===== src/rtl/serial_bit_feeder.sv =====
// rtl/serial_bit_feeder.sv - parallel-to-serial feeder with one-word holding buffer
// Streams WIDTH-bit words onto ser_out one bit per clk, back-to-back when possible.
module serial_bit_feeder #(
  parameter int WIDTH     = 8,
  parameter bit MSB_FIRST = 1'b1,
  parameter bit IDLE_BIT  = 1'b0
) (
  input  logic             clk,
  input  logic             rstn,
  input  logic [WIDTH-1:0] in_data,
  input  logic             in_valid,
  output logic             in_ready,
  output logic             ser_out,
  output logic             ser_active,
  output logic             word_done,
  output logic             busy
);

  localparam int CW = $clog2(WIDTH);
  localparam logic [CW-1:0] LAST = CW'(WIDTH - 1);

  typedef enum logic {IDLE, SHIFT} state_t;

  state_t           state;
  logic [WIDTH-1:0] sreg;
  logic [WIDTH-1:0] hold;
  logic [CW-1:0]    cnt;
  logic             hold_full;

  logic             accept;
  logic             eow;
  logic             load_hold;
  logic             load_in;
  logic             to_hold;
  logic [WIDTH-1:0] load_word;

  function automatic logic head(input logic [WIDTH-1:0] w);
    return MSB_FIRST ? w[WIDTH-1] : w[0];
  endfunction

  function automatic logic [WIDTH-1:0] advance(input logic [WIDTH-1:0] w);
    return MSB_FIRST ? (w << 1) : (w >> 1);
  endfunction

  assign in_ready  = rstn & ~hold_full;
  assign busy      = (state == SHIFT) | hold_full;
  assign accept    = in_valid & in_ready;
  // eow: the last bit of the current word is on ser_out right now
  assign eow       = (state == SHIFT) && (cnt == LAST);
  assign load_hold = eow & hold_full;
  assign load_in   = accept & ((state == IDLE) | (eow & ~hold_full));
  assign to_hold   = accept & (state == SHIFT) & ~eow;
  assign load_word = load_hold ? hold : in_data;

  always_ff @(posedge clk or negedge rstn) begin
    if (!rstn) begin
      state      <= IDLE;
      sreg       <= '0;
      hold       <= '0;
      cnt        <= '0;
      hold_full  <= 1'b0;
      ser_out    <= IDLE_BIT;
      ser_active <= 1'b0;
      word_done  <= 1'b0;
    end else begin
      if (to_hold) begin
        hold      <= in_data;
        hold_full <= 1'b1;
      end
      if (load_hold | load_in) begin
        // sreg keeps the bits still to come; the first one goes straight out
        state      <= SHIFT;
        ser_out    <= head(load_word);
        sreg       <= advance(load_word);
        cnt        <= '0;
        ser_active <= 1'b1;
        word_done  <= 1'b0;
        if (load_hold) hold_full <= 1'b0;
      end else if (state == SHIFT && !eow) begin
        ser_out   <= head(sreg);
        sreg      <= advance(sreg);
        cnt       <= cnt + 1'b1;
        word_done <= ((cnt + 1'b1) == LAST);
      end else if (state == SHIFT) begin
        state      <= IDLE;
        ser_out    <= IDLE_BIT;
        ser_active <= 1'b0;
        word_done  <= 1'b0;
      end
    end
  end

endmodule


===== config.mk =====
export PLATFORM = sky130hd
export DESIGN_NAME = serial_bit_feeder
export DESIGN_NICKNAME = d
export VERILOG_FILES = /design/src/rtl/serial_bit_feeder.sv
export SDC_FILE = /design/constraint.sdc
export NUM_CORES = 1
export LEC_CHECK = 0
export BUFFER_PORTS_ARGS = -buffer_cell sky130_fd_sc_hd__buf_4
export CORE_AREA = 10 10 57 59
export CTS_BUF_LIST = sky130_fd_sc_hd__clkbuf_16
export DETAILED_ROUTE_END_ITERATION = 12
export DIE_AREA = 0 0 67 69
export PLACE_DENSITY_LB_ADDON = 0.08
export SYNTH_ARGS = -nofsm -noshare
export SYNTH_HDL_FRONTEND = slang
export SYNTH_SLANG_ARGS = --single-unit
export TNS_END_PERCENT = 100

===== constraint.sdc =====
create_clock -name clk -period 1.93 [get_ports clk]
set_input_delay 0.579 -clock clk [delete_from_list [all_inputs] [get_ports clk]]
set_output_delay 0.579 -clock clk [all_outputs]
set_load 0.03 [all_outputs]

After elaboration in Yosys (flattened, before gate mapping). Cells that the tools add are included. Widths: inputs -> output; s select.

Word-level logic and storage cells: 49. Input bits: 11. Register bits after elaboration: 24.

Bitwise operators: 13. Reduce and logical (&&, ||, !) cells: 7. $add $sub $neg: 1. Eq/ne operators: 3. Muxes and demuxes: 17.

Operator list (number): $mux 8 (3); $mux 1 (12); $and 1x1->1 (7); $eq 3x3->1 const B (2); $mux 3 (2); $reduce_bool 2->1 (2); $add 3x1->3 const B (1); $not 1->1 (3); $or 1x1->1 (3); $reduce_bool 3->1 (1); $logic_and 1x1->1 (2); $ne 2x2->1 const B (1); $reduce_and 2->1 (1); $logic_not 1->1 (1).

Depth between registers and ports, before layout.
Depth in word-level cells: 8. Mapped depth: 7.

Least setup slack after synthesis. Ideal clock, no wire load.

Path type: register to register. Start: reg cnt[0]. End: reg hold[0]. Data required time: 1802 ps. Library setup time: 128 ps. Arrival: 1583 ps. Stages on the path, launching flop included: 6. Period minus slack after synthesis: 1711 ps. Path slack: 219 ps. Cells stage by stage: dfrtp_1 -> ha_1 -> ha_1 -> nand2b_1 -> nor2_4 -> mux2_1.

Cells in the longest elaborated chain, start to end: 4.

RTL lines: from (decl) (RTL line 27) `logic [CW-1:0] cnt;`; from (signal assigned) (RTL line 82) `cnt <= cnt + 1'b1;`; $eq 3x3->1 (RTL line 49) `assign eow = (state == SHIFT) && (cnt == LAST);`; $logic_and 1x1->1 (RTL line 49); $not 1->1 (RTL line 52) `assign to_hold = accept & (state == SHIFT) & ~eow;`; $and 1x1->1 (RTL line 52); to (signal assigned) (RTL line 67) `hold <= in_data;`; to (decl) (RTL line 26) `logic [WIDTH-1:0] hold;`.

Every way passes these cells. A chain may end at the register's enable or synchronous reset.

Worst setup path in the final report. Ends and elaborated chain as after synthesis.

==> impl_metrics.toml <==
[cells_and_area]
final_nets = 129
layout_common_cells = "dfrtp_1, buf_4, inv_1, nand2_1, mux2i_1"
final_area_um2 = 1380
num_antenna_cells = 0
fillCellCount = 177
drive_gt1_frac = 0.307
synthToLayoutAreaGrowth_pct = 22.4
final_common_cell = "dfrtp_1"

[cts]
cts_tree = "yes"
clk_pin_slew_ns = 0.06
clockBufferDepth = 2
cts_resized = 0
postCtsSetupBuffers = 0
cts_buffers = 3
clockRootBuffer = "clkbuf_16"
cts_max_level = 1
clk_latency_ns = 0.25
cts.sinks = 23
hold_buffers = 0

[job]
maxCapViolCount = 0

[routing]
ant_nets = 0
routedWlPerCell_um = 15.0
viasPerCell = 5.26
drt-total-wl_um = 2140
dr.pass1.iters = 4
dr_total_vias = 747
drc = 0
first_iter_violations = 42

[grt]
grt-ovfl-total = 0
met1_usage = 0.122
gr-max-usage-layer = "met2"
grt_pass1_wl_um = 3710
antenna_found_initial = 0
grt_max_degree = 15
grt_use_total = 0.102
grt_pass1_vias = 778
met2_usage = 0.151
use_met3 = 0.0451

[sta]
slew_violations = 0
skew_ns = 0.00211
hold_viol = 0
rsz0062_at_grt = "false"
max_freq_mhz = 559
worst_slew_pin_slew_ns = 0.293
slew_headroom = 0.804
fin_tns_setup_ns = 0
finalSetupViolations = 0
min_period_ns = 1.79
fin_crit_sh = 0.927

[power_and_ir_drop]
vdd.ir_drop.worst_v = 0.000906
power_frac_comb = 0.414
leakagePower_nw = 0.681
power_frac_clock = 0.203
netSwitchingFraction = 0.362
switchingPower_mw = 0.802
powerDensity_nw_per_um2 = 1610
power_frac_seq = 0.384
p_int_mw = 1.41

[setup_path]
critPathLaunchType = "flop"
r2r-end = "hold[0]"
cp_num_buf_inv = 0
crit_type = "reg -> reg"
crit_top_cell = "ha_1"
rr_startpoint = "cnt[0]"
critPathArrivalTime_ns = 1.93
crit_family = "simple AND/OR/NAND/NOR gates"
critPathMaxFanout = 8
cp.required_ns = 2.07
cp_cell_sequence = "ha_1 > ha_1 > nand2b_1 > nor2_4 > mux2_1"
slowest_delay_ns = 0.40
r2r_cells = 5
crit_slowest_cell = "dfrtp_1"
ff2ff_setup_slack_ns = 0.14
end_kind = "flop"
path_depth = 5

[placed_design]
placed_area_um2 = 1290
gp_congestion = 0.729
port-buffer-count = 15
hpwl_um = 1610

[die]
initial_core_util = 0.523
pin_count = 16
die_area_um2 = 4620
core_area_um2 = 2150
die_y_um = 69
die_x_um = 67
num_rows = 17

[synthesis]
postSynthAreaPerCell_um2 = 12.2
syn_area_um2 = 1120
syn_inst = 92
synth_cell_type_count = 23
synth_warnings = 0
synth_nets = 106
synth_seq_cells = 23
yosys.area.top_type = "dfrtp_1"
synthTopCellsByArea = "dfrtp_1, o221ai_2, mux2i_1, mux2_1, ha_1"
seq_area_frac_synth = 0.512
yosysTopAreaCellShare = 0.512

[min_path]
hp-class = "in -> async"

[status]
status = "completed"
[state kept, by name, indices dropped and copies added (netlist names)]
register / flops
cnt: 3
sreg: 7
ser_out: 1
word_done: 1
state: 1
ser_active: 1
hold: 8
hold_full: 1
[cells by family (layout without fill, tap and decap cells)]
family	count (synthesis)	after routing	share of synthesized area
compound gates	15	15	0.140
simple gates	20	20	0.0980
mux	17	17	0.160
buf+inv	14	36	0.0557
fa+ha+maj	3	3	0.0334
flops	23	23	0.512
[cells in the mapped netlist]
master    instances
nor2b_1           4
inv_1            10
and3_1            1
o221ai_2          7
o211ai_1          1
nand3_2           1
o22ai_1           2
dfrtp_1          23
mux2_1            8
ha_1              3
nand3b_1          1
a21oi_1           1
mux2i_1           9
o21ai_1           2
nor2_4            1
inv_2             1
nand2_1          10
a31o_1            1
or2_1             1
buf_2             2
nand2b_1          1
a211o_1           1
buf_6             1
[how the worst max path moves through the flow]
| stage | from | endpoint | slack (ns) |
|---|---|---|---|
| after floorplan | cnt[0] | hold[0] | 0.22 |
| after global placement | cnt[0] | hold[7] | 0.18 |
| after detailed placement | cnt[0] | hold[0] | 0.14 |
| after CTS | cnt[0] | hold[0] | 0.13 |
| after global routing | cnt[0] | hold[1] | 0.03 |
| final | cnt[0] | hold[0] | 0.14 |
[stage by stage]
step | cells | utilization | hold slack [ns] | total power [mW] | worst slack, ns
after floorplan | 92 | - | 0.283 | 1.50 | 0.219
after global placement | 138 | 0.603 | 0.426 | 1.76 | 0.178
after detailed placement | 138 | 0.603 | 0.428 | 1.79 | 0.145
after CTS | 142 | 0.640 | 0.152 | 2.24 | 0.133
after global routing | 142 | 0.640 | 0.153 | 2.39 | 0.0309
final | 142 | 0.640 | 0.151 | 2.21 | 0.140
[area by class of cell]
type / instances / area, um^2 / area share
clock buffer: 3 / 75.1 / 0.0546
clock inverter: 1 / 5.00 / 0.00364
inverter: 11 / 41.3 / 0.0300
multi-input combinational: 55 / 485 / 0.353
sequential: 23 / 576 / 0.419
tap: 28 / 35.0 / 0.0255
timing repair buffer: 21 / 158 / 0.115
[layer usage]
metal  part of all wire  vias up
li1                   -      364
met2               0.48       17
met5                  0        -
met4              0.020        0
met1               0.43      362
met3              0.077        4
[power groups by stage]
stage	combinational, mW	clock (mW)	sequential, mW
CTS	0.933	0.458	0.850
detailed placement	0.930	0	0.859
finish	0.915	0.448	0.850
global placement	0.913	0	0.848
global route	1.03	0.483	0.878
floorplan	0.627	0	0.875
Power figures use the tool's default switching activity.
